===== src/rtl/key_event_fifo_pkg.sv =====
// Shared key-code definitions for the keypad path (key_event_fifo, password_lock).
// Optional feature macro used by key_event_fifo: KEY_EVENT_SERIALIZE_EN.
package key_event_pkg;

    localparam int KEY_NUM    = 16;
    localparam int KEY_CODE_W = 4;

    typedef logic [KEY_CODE_W-1:0] key_code_t;

    localparam key_code_t KEY_CODE_0   = 4'h0;
    localparam key_code_t KEY_CODE_1   = 4'h1;
    localparam key_code_t KEY_CODE_2   = 4'h2;
    localparam key_code_t KEY_CODE_3   = 4'h3;
    localparam key_code_t KEY_CODE_4   = 4'h4;
    localparam key_code_t KEY_CODE_5   = 4'h5;
    localparam key_code_t KEY_CODE_6   = 4'h6;
    localparam key_code_t KEY_CODE_7   = 4'h7;
    localparam key_code_t KEY_CODE_8   = 4'h8;
    localparam key_code_t KEY_CODE_9   = 4'h9;
    localparam key_code_t KEY_CODE_CLR = 4'hC;
    localparam key_code_t KEY_CODE_ENT = 4'hF;

endpackage


===== src/rtl/key_event_fifo_encoder.sv =====
// Lowest-set-bit priority encoder for the key_trigger vector.
// 'any' flags a non-zero vector, 'multi' flags two or more set bits.
module key_onehot_encoder
    import key_event_pkg::*;
#(
    parameter int N = KEY_NUM
) (
    input  logic [N-1:0] vec,
    output key_code_t    code,
    output logic         any,
    output logic         multi
);

    // Scan from the top down so the lowest set index is the last one written
    always_comb begin
        code = '0;
        for (int i = N - 1; i >= 0; i--) begin
            if (vec[i]) begin
                code = KEY_CODE_W'(i);
            end
        end
        any   = |vec;
        multi = (vec & (vec - N'(1))) != '0;
    end

endmodule


===== src/rtl/key_event_fifo.sv =====
// Keypad event FIFO: encodes key_trigger pulses into 4-bit codes and queues
// them in a first-word-fall-through FIFO with a valid/ready consumer port.
// Optional macro KEY_EVENT_SERIALIZE_EN: multi-key vectors are held in a
// pending register and pushed one code per cycle instead of being dropped.
module key_event_fifo #(
    parameter int KEY_NUM = 16,
    parameter int DEPTH   = 8,
    localparam int CNT_W  = $clog2(DEPTH) + 1
) (
    input  logic               clk,
    input  logic               rstn,
    input  logic [KEY_NUM-1:0] key_trigger,
    input  logic               clr,
    output logic               evt_valid,
    input  logic               evt_ready,
    output logic [3:0]         evt_code,
    output logic [CNT_W-1:0]   evt_count,
    output logic               full,
    output logic               overflow,
    output logic               multi_drop
);

    import key_event_pkg::*;

    localparam int AW = $clog2(DEPTH);

    key_code_t          mem [DEPTH];
    logic [CNT_W-1:0]   wr_ptr;
    logic [CNT_W-1:0]   rd_ptr;
    logic [CNT_W-1:0]   wr_next;
    logic [CNT_W-1:0]   rd_next;
    logic [CNT_W-1:0]   count_next;
    logic [KEY_NUM-1:0] enc_in;
    key_code_t          enc_code;
    logic               enc_any;
    logic               enc_multi;
    logic               do_pop;
    logic               do_push;

`ifdef KEY_EVENT_SERIALIZE_EN
    logic [KEY_NUM-1:0] pend_q;
    logic [KEY_NUM-1:0] pend_next;

    assign enc_in     = pend_q | key_trigger;
    assign multi_drop = 1'b0;
`else
    assign enc_in = key_trigger;
`endif

    key_onehot_encoder #(
        .N(KEY_NUM)
    ) u_encoder (
        .vec  (enc_in),
        .code (enc_code),
        .any  (enc_any),
        .multi(enc_multi)
    );

    // Handshake decisions and next pointer values; a full FIFO still accepts a push when it pops
    always_comb begin
        do_pop     = evt_valid && evt_ready;
        do_push    = enc_any && (!full || do_pop);
        wr_next    = wr_ptr + CNT_W'(do_push);
        rd_next    = rd_ptr + CNT_W'(do_pop);
        count_next = wr_next - rd_next;
`ifdef KEY_EVENT_SERIALIZE_EN
        pend_next  = do_push ? (enc_in & (enc_in - KEY_NUM'(1))) : enc_in;
`endif
    end

    // Pointer, status and sticky-flag registers; clr outranks push and pop
    always_ff @(posedge clk or negedge rstn) begin
        if (!rstn) begin
            wr_ptr     <= '0;
            rd_ptr     <= '0;
            evt_count  <= '0;
            evt_valid  <= 1'b0;
            full       <= 1'b0;
            overflow   <= 1'b0;
`ifdef KEY_EVENT_SERIALIZE_EN
            pend_q     <= '0;
`else
            multi_drop <= 1'b0;
`endif
        end else if (clr) begin
            wr_ptr     <= '0;
            rd_ptr     <= '0;
            evt_count  <= '0;
            evt_valid  <= 1'b0;
            full       <= 1'b0;
            overflow   <= 1'b0;
`ifdef KEY_EVENT_SERIALIZE_EN
            pend_q     <= '0;
`else
            multi_drop <= 1'b0;
`endif
        end else begin
            wr_ptr    <= wr_next;
            rd_ptr    <= rd_next;
            evt_count <= count_next;
            evt_valid <= count_next != '0;
            full      <= count_next == CNT_W'(DEPTH);
`ifdef KEY_EVENT_SERIALIZE_EN
            pend_q    <= pend_next;
            if ((pend_q != '0) && ((key_trigger & pend_q) != '0)) begin
                overflow <= 1'b1;
            end
`else
            if (enc_any && full && !do_pop) begin
                overflow <= 1'b1;
            end
            if (enc_multi) begin
                multi_drop <= 1'b1;
            end
`endif
        end
    end

    // Storage array, written at the tail; contents need no reset
    always_ff @(posedge clk) begin
        if (do_push && !clr) begin
            mem[wr_ptr[AW-1:0]] <= enc_code;
        end
    end

    assign evt_code = evt_valid ? mem[rd_ptr[AW-1:0]] : '0;

endmodule


===== config.mk =====
export PLATFORM = sky130hd
export DESIGN_NAME = key_event_fifo
export DESIGN_NICKNAME = d
export VERILOG_FILES = /design/src/rtl/key_event_fifo_pkg.sv /design/src/rtl/key_event_fifo_encoder.sv /design/src/rtl/key_event_fifo.sv
export SDC_FILE = /design/constraint.sdc
export NUM_CORES = 1
export LEC_CHECK = 0
export BUFFER_PORTS_ARGS = -buffer_cell sky130_fd_sc_hd__buf_2
export CAP_MARGIN = 20
export CORE_MARGIN = 1.5
export CORE_UTILIZATION = 40
export DETAILED_ROUTE_END_ITERATION = 10
export HOLD_SLACK_MARGIN = 0.05
export MAX_ROUTING_LAYER = met4
export PLACE_DENSITY = 0.69
export SETUP_SLACK_MARGIN = 0.2
export SLEW_MARGIN = 0
export SYNTH_ARGS = -nofsm -noshare
export SYNTH_HDL_FRONTEND = slang
export SYNTH_SLANG_ARGS = --single-unit

===== constraint.sdc =====
create_clock -name clk -period 2.6 [get_ports clk]
set_input_delay 0.13 -clock clk [delete_from_list [all_inputs] [get_ports clk]]
set_output_delay 0.13 -clock clk [all_outputs]
set_load 0.02 [all_outputs]

==> impl.org, run 1 <==
** Yosys
- Synthesized cell area :: between 2000 and 2500 sq um
- Number of warnings reported in the yosys synthesis log :: 0
- Among all flip-flop cells after synthesis, the most frequent one is edfxtp_1.
- Syn_nets :: 213
- Synthesized area divided by synthesized cell count :: around 13 sq um
- After synthesis the netlist holds a flip-flop and latch count of 48.
- Proportion of synthesized flip-flops having asynchronous set or reset :: between 30% and 40%
- Number of distinct library cell variants in the gate-level netlist after synthesis :: around 40
- Syn Inst Count :: 185
- Counting flops with a built-in enable in the synthesized netlist gives 32.
- Sequential-to-total area share from yosys stat :: 57.32%

** Route
- Drt first pass iters :: 5
- WL/cell :: ~14 microns
- Across all layers, the routed design uses 1621 vias.
- In this run, the number of DRC markers left after iteration 0 of detailed routing was 87.
- The final layout contains routed wiring with a total length of roughly 4600 microns.
- In the routed design, unresolved DRC markers number 0.
- Number of nets with antenna violations after routing :: 0
- Per-cell via count in the routed design :: just over 5

** Placement
- The wire-length estimate of the detail-placed layout is 3375 microns.
- Routability-driven placement finished with a final weighted congestion of 0.8063.
- Cell area reported after detailed placement :: approximately 2800 sq um
- In this run the tool buffered the top-level ports with 31 buffer cells.
- Counting tap cells, the placed design contains a total of approximately 300 instances.

** Worst setup path
- The startpoint identified for the worst register-to-register timing path is evt_valid$_DFF_PN0_.
- For the worst setup path, the data arrival time is between 2 and 3 ns.
- Type of the worst setup path :: in -> reg
- FF-to-FF setup slack :: ~0.27 ns
- Slowest Stage Delay on Critical Path :: roughly 0.56 ns
- STA classifies the critical path endpoint as a flop.
- Counting stages on the worst path, the most repeated cell is a21oi_2.
- In this run the worst path has a maximum fanout of 3.
- Crit. Startpoint :: key_trigger[8]
- Data on the critical path is required at its endpoint by roughly 2.8 ns.
- The worst setup path is launched from an input port.
- Cell-by-cell listing of the critical path :: buf_2 -> or4_4 -> nor3_4 -> a21oi_2 -> ha_2 -> ha_4 -> ha_1 -> a21o_1 -> a21oi_2 -> xnor3_2 -> a41oi_2
- Critical-path top delay cell :: or4_4

** Clocking
- Reg clk slew, reported paths :: 0.09 ns
- Number of sinks driven by the clock tree :: 48
- Counting the buffers created by CTS gives 5.
- Counting along the longest clock path gives a buffer depth of 2.
- TritonCTS built the clock tree.
- H-tree level count :: 2
- The later pin in the worst-skew pair is clocked with a latency of around 0.31 ns.
- Library cell used as clock root buffer :: clkbuf_8

** Status
- The flow ran to the end, and the final reports show no timing, DRC or antenna violations.

** Min path
- The startpoint identified for the worst hold timing path is clr.
- The min-delay analysis places its worst path in the category in -> reg.

** Power
- Total power consumption of the routed design :: 0.002646 W
- Worst-case vdd ir drop :: about 0.00076 V
- In this run the static leakage power is approximately 1.2 nW.
- Areal power density over the cells :: a little under 900 nW/um^2

** Floorplan
- Die Wd :: around 80 microns
- Floorplan die height :: about 80 microns
- Die Outline Area :: between 6000 and 7000 sq um
- Row count :: 27
- For this design the top-level I/O count stands at 32.
- Once the floorplan was initialized, standard cells occupied a little over two fifths of the core.
- The floorplan step defined a core boundary enclosing about 5600 sq um.

** STA
- Endpoints failing setup :: 0
- Worst Clk Skew :: 0.008373 ns
- Worst max-slew margin expressed relative to the limit :: 51.75%
- Based on the critical path, the design can be clocked at up to 0.4294 GHz.
- Unrepaired setup endpoints after global routing :: false
- Final Max Tran Viols :: 0
- For the pin with the worst max-slew slack, the measured transition is approximately 0.72 ns.
- Hold Vio Cnt, Final :: 0
- After layout, the worst path uses 89.56% of the clock period.
- Final Critical Period :: around 2.3 ns

** Finish
- Combined area of the multi-input logic cells :: between 1000 and 1500 sq um
- After filler insertion, the fill cell instance count of the layout stands at between 500 and 600.
- Layout cell share with drive strength beyond 1 :: approximately two fifths
- Number of inserted diodes :: 0
- Summing all non-filler instances in the final layout gives an area of 2962 sq um.
- Cells fill between 50% and 60% of the core in the end.
- Layout overhead on the synthesized area :: 24.71%
- The sequential cells in the finished layout cover a total of about 1400 sq um.
- Net total in the final layout :: 271
- Filler-free cell count of the finished design :: 316

** Global routing
- Global routing finished with a remaining overflow of 0.
- Global routing consumed, over all layers together, 16.37% of the routing resources.
- First-pass GRT wire length :: between 7000 and 8000 microns
- Initial antenna violation count :: 0
- The number of global-route vias before repair is ~1600.
- Entering global routing, the biggest net connects 19 pins.

** Job
- The tool flagged a number of max-cap violations equal to 0.
stage by stage:
step                      hold slack (ns)   TNS [ns]  setup slack [ns]
after floorplan                   -0.1656          0            0.2038
after global placement            0.05409          0           0.04782
after detailed placement          0.06096  -0.005085         -0.005085
after CTS                          0.1773          0            0.2414
after global routing               0.2080          0            0.1852
final                              0.1902          0            0.2714
report_power, final:
| group | switching [W] | internal (W) | leakage [nW] |
|---|---|---|---|
| combinational | 0.000549 | 0.000532 | 0.619 |
| sequential | 0.0000697 | 0.000946 | 0.505 |
| clock | 0.000259 | 0.000290 | 0.0548 |
kinds of logic (layout without fill, tap and decap cells):
kind of cell	Yosys count	after routing	share of synthesized area [%]
muxes	12	12	9.273
and+or+nand+nor	67	67	15.60
xor gates and xnor gates	6	6	2.793
buffers and inverters	13	72	2.265
AOI/OAI and AO/OA	31	31	8.219
adders and majority gates	8	8	4.531
DFF	48	48	57.32
path summary, 6_finish.rpt:
check / end / cells past startpoint
setup / recovery: evt_valid$_DFF_PN0_ / 11
hold / removal: evt_count[0]$_DFF_PN0_ / 2
setup reg to reg: evt_valid$_DFF_PN0_ / 10
hold reg to reg: overflow$_DFFE_PN0P_ / 2
max in group asynchronous: rd_ptr[2]$_DFF_PN0_ / 2
min in group asynchronous: evt_count[2]$_DFF_PN0_ / 2
placed cells by master, fill, tap and decap left out, types with 4 or more instances in the layout:
cell type	Yosys	routed
dfrtp_1	16	16
mux2i_1	4	4
edfxtp_1	32	32
nor2b_1	10	9
ha_1	7	5
clkbuf_8	0	5
a21oi_1	10	9
buf_2	4	31
nor3_1	9	8
nand2_1	5	5
mux4_2	8	8
buf_4	0	26
o21ai_0	7	7
nor2_1	25	25
inv_1	6	4
synth_stat cells, types with 2 or more instances:
library cell | count | area share [%]
edfxtp_1 | 32 | 40
nor2_1 | 25 | 4.0
dfrtp_1 | 16 | 17
a21oi_1 | 10 | 2.1
nor2b_1 | 10 | 2.6
nor3_1 | 9 | 1.9
mux4_2 | 8 | 7.6
ha_1 | 7 | 3.7
o21ai_0 | 7 | 1.5
inv_1 | 6 | 0.95
nand2_1 | 5 | 0.79
buf_2 | 4 | 0.84
mux2i_1 | 4 | 1.7
clkbuf_1 | 3 | 0.47
nand3_1 | 3 | 0.63
or4_4 | 3 | 1.4
xor2_1 | 3 | 1.1
a211oi_1 | 2 | 0.63
a21o_1 | 2 | 0.63
nor4_1 | 2 | 0.53
o21bai_1 | 2 | 0.63
or3_1 | 2 | 0.53
xnor2_1 | 2 | 0.74
metal layers:
layer / share of wire (%) / track usage [%] / up-vias
met5: 0 / - / -
met4: 1.7 / 6.207 / 0
met3: 3.8 / 3.295 / 6
met2: 51 / 26.22 / 33
met1: 44 / 20.56 / 780
li1: - / - / 802
registers in the layout (all words and copies together) (netlist names):
signal / cells
mem: 32
evt_valid: 1
evt_count: 4
multi_drop: 1
overflow: 1
full: 1
wr_ptr: 4
rd_ptr: 4
area by class of cell:
| class | instances | share of cell area [%] |
|---|---|---|
| sequential | 48 | 45.97 |
| clock inverter | 3 | 1.563 |
| clock buffer | 5 | 2.324 |
| timing repair buffer | 58 | 12.17 |
| inverter | 6 | 0.7605 |
| tap | 72 | 3.042 |
| multi-input combinational | 124 | 34.18 |
critical path: cells and delay by family:
family                     cells  cell delay, ns
and+or+nand+nor                2            0.72
xor gates and xnor gates       1            0.30
AOI/OAI and AO/OA              4            0.57
buffers and inverters          1            0.11
adders and majority gates      3            0.73
repair_timing:
action | 4_1_cts | 5_1_grt
endpoints found under the setup margin | 2 | 4
gates resized for setup | 1 | 9
setup buffers | 0 | 4
endpoints found under the hold margin | 16 | 0
cloned | 0 | 0
pin swaps | 0 | 4
hold buffers | 1 | 0
No activity file was read; power rests on OpenSTA's default activity.
==> run 2, diff against run 1 <==
--- a/config.mk
+++ b/config.mk
@@ -7,7 +7,6 @@
 export LEC_CHECK = 0
 export BUFFER_PORTS_ARGS = -buffer_cell sky130_fd_sc_hd__buf_2
 export CAP_MARGIN = 20
-export CORE_MARGIN = 1.5
 export CORE_UTILIZATION = 40
 export DETAILED_ROUTE_END_ITERATION = 10
 export HOLD_SLACK_MARGIN = 0.05
==> constraint.sdc (replaced) <==
create_clock -name clk -period 2.6 [get_ports clk]
set_input_delay 0.78 -clock clk [delete_from_list [all_inputs] [get_ports clk]]
set_output_delay 0.78 -clock clk [all_outputs]
set_load 0.02 [all_outputs]
==> impl.org, run 2 (synthesis gave the netlist of run 1 again) <==
** Min path
- The path class of the tightest hold or removal check is in -> async.

** Clocking
- CTS tree :: done
- The clock net in this run drives a total of 48 sinks.
- After clock tree synthesis, the clock-pin slew on the worst setup and hold paths is about 0.08 ns.
- CTS built an H-tree with a depth of 2.
- Worst-Skew Late Latency :: between 0.2 and 0.3 ns
- Number of buffers on the longest clock path :: 2
- Hold buffer count at cts :: 0
- Num CTS Buffers :: 5
- The tree is rooted in a clkbuf_8.

** Route
- WL/cell :: 15.11 microns
- Number of nets with antenna violations after routing :: 0
- Number of DRC violations after detailed-routing iteration 0 :: 70
- Detailed-route DRC error count :: 0
- For this block, the routed nets add up to slightly below 5000 microns of wire.
- Per-cell via count in the routed design :: a little over 5
- The routed layout has 1665 vias.
- The first detailed-routing pass ran for 4 iterations.

** Finish
- Counting the fill cells in the layout gives slightly below 500.
- The multi-input combinational cells in the finished layout cover a total of about 1100 sq um.
- Layout overhead on the synthesized area :: 34.09%
- Registers take ~1400 sq um.
- The library cell used most frequently in the layout, excluding fill and tap cells, is buf_4.
- Flip-flop count of the largest register, all copies and words added :: 32
- Net total in the final layout :: about 280
- The post-route netlist has between 40% and 50% of its cells at a drive strength greater than 1.
- In the layout the commonest cells are buf_4 (43), edfxtp_1 (32), buf_2 (24).
- Number of inserted diodes :: 0

** Power
- Switching power :: roughly 0.00093 W
- Cell internal power was estimated by the tool at approximately 0.002 W.
- Total power consumption of the routed design :: 0.002912 W
- Power spread over the standard cell area amounts to roughly 900 nW/um^2.
- Part of the power in the clock network :: around a fifth
- P_leak :: around 1.3 nW
- Sequential cells account for between 30 and 40% of the total power.
- IR analysis of the VDD net gives a maximum drop of roughly 0.00066 V.
- Share of total power in combinational logic :: 43.3%
- Switching share of power :: between 30% and 40%

** Global routing
- The initial antenna violation count was 0.
- The number of global-route vias before repair is around 1700.
- Summed over all layers, the global routing overflow is 0.
- Entering global routing, the biggest net connects 17 pins.
- First-pass GRT wire length :: around 8100 microns
- All-Layer GR Usage :: between 10% and 20%

** Placement
- DP Wirelength :: 3559 microns
- Input and output buffers added on the ports amount to 31.
- The congestion estimate from routability-driven global placement came to 0.8163.

** STA
- Pin slew with the least headroom to its limit :: between 0.8 and 0.9 ns
- Final Max Tran Viols :: 0
- Worst setup margin :: -0.2540 ns
- Setup violations remaining at the end of the flow were counted as 5.
- Worst max-slew margin expressed relative to the limit :: 42.93%
- Highest clock frequency the design can meet :: roughly 0.35 GHz
- Hold Vio Cnt, Final :: 0
- Unrepaired setup endpoints after global routing :: true
- For the final routed database, the setup TNS stands at -1.111 ns.
- Across the routed clock network, the largest skew measured is around 0.0015 ns.
- Period utilisation layout :: 109.8%
- The smallest clock period supported by the final layout is computed as around 2.9 ns.

** Floorplan
- Die Wd :: around 79 microns
- Top-level I/O count :: 32
- The floorplan has 27 rows.
- Starting utilization of the core area :: between 40% and 50%
- Placeable Area :: roughly 5600 sq um
- Die Outline Area :: 6249 sq um
- In this run the vertical extent of the chip is 79.05 microns.

** Worst setup path
- At the worst endpoint, the required time is 2.79 ns.
- The worst setup path is captured at a flop.
- At the worst endpoint, the arrival time is just over 3 ns.
- Type of the worst setup path :: in -> reg
- Crit. Startpoint :: key_trigger[8]
- Start of the worst register-to-register path :: evt_valid$_DFF_PN0_
- Highest fanout seen on the critical path :: 3
- STA classifies the critical path startpoint as an input port.

** Job
- Max-cap violation count :: 0

** Status
- The checks that failed: negative setup slack.
- The run finished, with violations left.
-- run 2: cell types whose count changed in the layout (fill, tap and decap cells not counted), moves of 3 or more --
cell / before / now
buf_2: 31 / 24
buf_4: 26 / 43
buf_6: 0 / 3
ha_1: 5 / 2
ha_4: 1 / 5
-- run 2: cell type report --
| class | instances | area share (%) |
|---|---|---|
| sequential | 48 | 42.75 |
| clock inverter | 2 | 1.886 |
| multi-input combinational | 124 | 34.22 |
| timing repair buffer | 71 | 15.44 |
| inverter | 6 | 0.7073 |
| tap | 72 | 2.829 |
| clock buffer | 5 | 2.161 |
-- run 2: worst max-delay path, cell delays in order --
cell and delay, ns:
buf_6 0.09, or4_4 0.55, nor3_4 0.15, a21oi_2 0.10, ha_4 0.17, ha_4 0.22, buf_4 0.14, fa_2 0.40
xnor2_2 0.17, buf_4 0.15, buf_4 0.10, nor2_2 0.02
-- run 2: final timing paths --
check | slack (ns) | cells after the start | to
max in group asynchronous | 1.94 | 1 | rd_ptr[2]$_DFF_PN0_
hold / removal | 0.39 | 1 | evt_count[2]$_DFF_PN0_
min in group clk | 0.51 | 2 | overflow$_DFFE_PN0P_
hold reg to reg | 0.51 | 2 | overflow$_DFFE_PN0P_
setup / recovery | -0.25 | 12 | evt_count[2]$_DFF_PN0_
setup reg to reg | 0.25 | 10 | evt_valid$_DFF_PN0_
-- run 2: layer usage --
| layer | wire length [microns] | share of wire (%) | track usage (%) |
|---|---|---|---|
| met1 | 2209 | 45 | 21.79 |
| met2 | 2539 | 51 | 31.21 |
| met3 | 161 | 3.2 | 3.448 |
| met4 | 46 | 0.93 | 4.364 |
| met5 | 0 | 0 | - |
-- run 2: timing repair --
action / CTS / global route
endpoints found under the setup margin: 9 / 25
buffers inserted: 1 / 2
gates resized for setup: 15 / 10
pin swaps: 8 / 2
-- run 2: power by group through the flow --
stage / Sequential (W) / Clock [W] / Combinational, W
after floorplan: 0.00106 / 0 / 0.000631
after global placement: 0.00103 / 0 / 0.00102
after detailed placement: 0.00104 / 0 / 0.00105
after CTS: 0.00103 / 0.000628 / 0.00115
after global routing: 0.00105 / 0.000661 / 0.00139
final: 0.00103 / 0.000617 / 0.00126
-- run 2: metrics by stage --
stage / utilization, % / instances / instance area (sq um) / worst slack (ns) / hold WS, ns
global route: 56.78 / 328 / 3184 / -0.3415 / 0.3981
global placement: 51.72 / 318 / 2900 / -0.5950 / 0.4862
floorplan: - / 185 / 2409 / -0.4330 / 0.4844
detailed placement: 51.72 / 318 / 2900 / -0.6330 / 0.4908
CTS: 55.51 / 326 / 3113 / -0.2450 / 0.3811
finish: 56.78 / 328 / 3184 / -0.2540 / 0.3905
==> run 3, diff against run 2 <==
--- a/config.mk
+++ b/config.mk
@@ -5,13 +5,13 @@
 export SDC_FILE = /design/constraint.sdc
 export NUM_CORES = 1
 export LEC_CHECK = 0
-export BUFFER_PORTS_ARGS = -buffer_cell sky130_fd_sc_hd__buf_2
 export CAP_MARGIN = 20
 export CORE_UTILIZATION = 40
 export DETAILED_ROUTE_END_ITERATION = 10
+export DONT_BUFFER_PORTS = 1
 export HOLD_SLACK_MARGIN = 0.05
 export MAX_ROUTING_LAYER = met4
-export PLACE_DENSITY = 0.69
+export PLACE_DENSITY = 0.64
 export SETUP_SLACK_MARGIN = 0.2
 export SLEW_MARGIN = 0
 export SYNTH_ARGS = -nofsm -noshare
==> impl.org, run 3 (synthesis gave the netlist of run 1 again) <==
** Status
- The final reports fail on negative setup slack.
- Outcome :: finished with violations

** Route
- Number of DRC violations after detailed-routing iteration 0 :: 67
- For this block, the via count after detailed routing is ~1600.
- Detailed-route DRC error count :: 0
- Per-cell via count in the routed design :: 5.403
- Drt first pass iters :: 4
- Number of nets with antenna violations after routing :: 0
- The final layout contains routed wiring with a total length of 4709 microns.
- In the final routed layout, each cell accounts on average for between 15 and 20 microns.

** STA
- The final number of max-transition violations is 0.
- Setup TNS :: -0.5043 ns
- The final count of hold timing violations is 0.
- At the pin with the least slew margin, the transition time is roughly 0.9 ns.
- Static timing analysis puts the maximum clock frequency at about 0.37 GHz.
- For the finished layout, the period the worst path requires is 2.736 ns.
- Endpoints failing setup :: 5
- Worst Clk Skew :: approximately 0.0054 ns
- Across all setup checks in the final design, the least slack found is -0.1358 ns.
- Period utilisation layout :: 105.2%
- Worst max-slew margin expressed relative to the limit :: around two fifths
- Unrepaired setup endpoints after global routing :: true

** Placement
- In this run the tool buffered the top-level ports with 0 buffer cells.
- After detailed placement, the total cell area comes to 2640 sq um.
- Routability-driven placement finished with a final weighted congestion of approximately 0.92.
- Worst slack at placement :: -0.5635 ns
- Placed cell count :: approximately 270
- Detailed placement finished with a half-perimeter wire length of 3448 microns.

** Finish
- The repair_antennas step left the layout with diodes totalling 0.
- Summing all non-filler instances in the final layout gives an area of ~3000 sq um.
- The library cells used most frequently in the layout, excluding fill and tap cells, are edfxtp_1 (32), buf_4 (27), nor2_1 (23).
- Compared with the post-synthesis result, the final layout area differs by 23.55%.
- Combined area of the multi-input logic cells :: around 1100 sq um
- The library cell used most frequently in the layout, excluding fill and tap cells, is edfxtp_1.
- The register with the most flip-flops in the layout has 32 of them.
- Of the cells placed in the final design, the portion with a size suffix greater than 1 is a little over a third.
- After the last flow step, the layout net total stands at between 200 and 250.
- Registers take between 1000 and 1500 sq um.
- The finished layout holds approximately 290 standard cells, fillers aside.
- After filler insertion, the fill cell instance count of the layout stands at 495.

** Global routing
- The first global-routing pass estimated 7838 microns of wire.
- Number of global-route vias before repair :: 1668
- Maximum number of pins on one net before global-route repair :: 19
- All-Layer GR Usage :: about 17%
- The initial antenna violation count is 0.
- Remaining Overflow, GRT :: 0

** Worst setup path
- Broken down by cell family, the worst path's largest delay share belongs to simple AND/OR/NAND/NOR gates.
- Traced cell by cell, the critical path runs through or4_4 -> nor3_4 -> a21oi_2 -> ha_4 -> ha_4 -> ha_4 -> a21o_1 -> a21oi_2 -> xnor3_2 -> a41oi_2.
- Highest fanout seen on the critical path :: 7
- The setup path with the least slack is of type in -> reg.
- For flop-to-flop paths, the worst setup slack is ~0.21 ns.
- Crit path required time :: about 2.8 ns
- STA classifies the critical path startpoint as an input port.
- Data arrives at the worst endpoint at around 3 ns.
- Critical-path top delay cell :: or4_4
- Slowest Stage Delay on Critical Path :: ~0.54 ns
- The cell that appears most often on the critical path is ha_4.
- Category of the worst setup path capture point :: flop
- Counting both buffers and inverters, the worst setup path holds a total of 0.

** Floorplan
- Die Wd :: about 79 microns
- The floorplan step defined a core boundary enclosing 5608 sq um.
- After floorplanning, the core was divided into 27 placement rows.
- Once the floorplan was initialized, standard cells occupied 42.35% of the core.
- In this run the count of I/O pins placed on the die edge is 32.
- Die Outline Area :: 6249 sq um
- Floorplan die height :: 79.05 microns

** Power
- Areal power density over the cells :: 969.7 nW/um^2
- Summed over all cells, the static leakage comes to about 1.1 nW.
- Across the VDD grid, the largest voltage drop is 0.0007963 V.

** Job
- Max-cap violation count :: 0

** Clocking
- TritonCTS built the clock tree.
- The tree is rooted in a clkbuf_8.
- Worst-Skew Late Latency :: roughly 0.30 ns
- TritonCTS created 5 clock buffers.
- Reg clk slew, reported paths :: 0.09 ns
- The clock passes through at most 2 buffers.
- Number of sinks driven by the clock tree :: between 40 and 50
- The H-tree was split into 2 levels.

** Min path
- Kind of path behind the tightest hold check :: in -> async
run 3: cell count changes in the layout (fill, tap and decap cells not counted), sizes merged:
cell | before | now
clkinvlp | 0 | 1
buf | 71 | 30
inv | 6 | 7
bufinv | 2 | 1
run 3: report_power, final:
| group | internal (W) | switching [W] |
|---|---|---|
| Clock | 0.000290 | 0.000254 |
| Sequential | 0.000947 | 0.000123 |
| Combinational | 0.000674 | 0.000556 |
| Total | 0.00191 | 0.000934 |
run 3: worst paths after layout:
check / startpoint / endpoint / depth (start not counted)
worst min-delay path: rstn / evt_count[3]$_DFF_PN0_ / 0
worst min register to register: rd_ptr[3]$_DFF_PN0_ / rd_ptr[3]$_DFF_PN0_ / 2
worst max register to register: evt_valid$_DFF_PN0_ / mem[2][1]$_DFFE_PP_ / 9
min in group clk: clr / evt_count[1]$_DFF_PN0_ / 1
max in group asynchronous: rstn / rd_ptr[1]$_DFF_PN0_ / 0
worst max-delay path: key_trigger[8] / evt_valid$_DFF_PN0_ / 10
run 3: area by class of cell:
class                           instances  area share [%]
Sequential cell                        48           46.44
Multi-Input combinational cell        124           37.36
Timing Repair Buffer                   30           8.358
Tap cell                               72           3.070
Clock buffer                            5           2.345
Clock inverter                          3           1.578
Inverter                                6          0.8529
run 3: repair_timing:
action	CTS	global route
gates resized for setup	21	6
gates cloned	0	0
hold buffers	0	0
pin swaps	8	2
setup buffers	4	3
setup endpoints to repair	9	13
run 3: routing by layer:
layer	wire [microns]	up-vias	global-route usage, %
met5	0	-	-
met4	38	0	6.000
met3	206	4	3.448
met2	2520	42	30.52
met1	1945	767	19.76
li1	-	743	-
run 3: through the flow:
step	hold WS [ns]	utilization (%)	power (W)
floorplan	0.4844	-	0.001694
global placement	0.4849	47.08	0.001931
detailed placement	0.4848	47.08	0.001983
CTS	0.1490	51.45	0.002780
global route	0.1416	52.32	0.003023
finish	0.1617	52.32	0.002845
run 3: worst reg2reg max path, delay by kind of cell, from the launching register on:
family / cells / cell delay (ns)
AND/OR/NAND/NOR: 4 / 1.06
buffers and inverters: 4 / 0.42
flip-flops: 1 / 0.37
AO/OA/AOI/OAI: 1 / 0.18
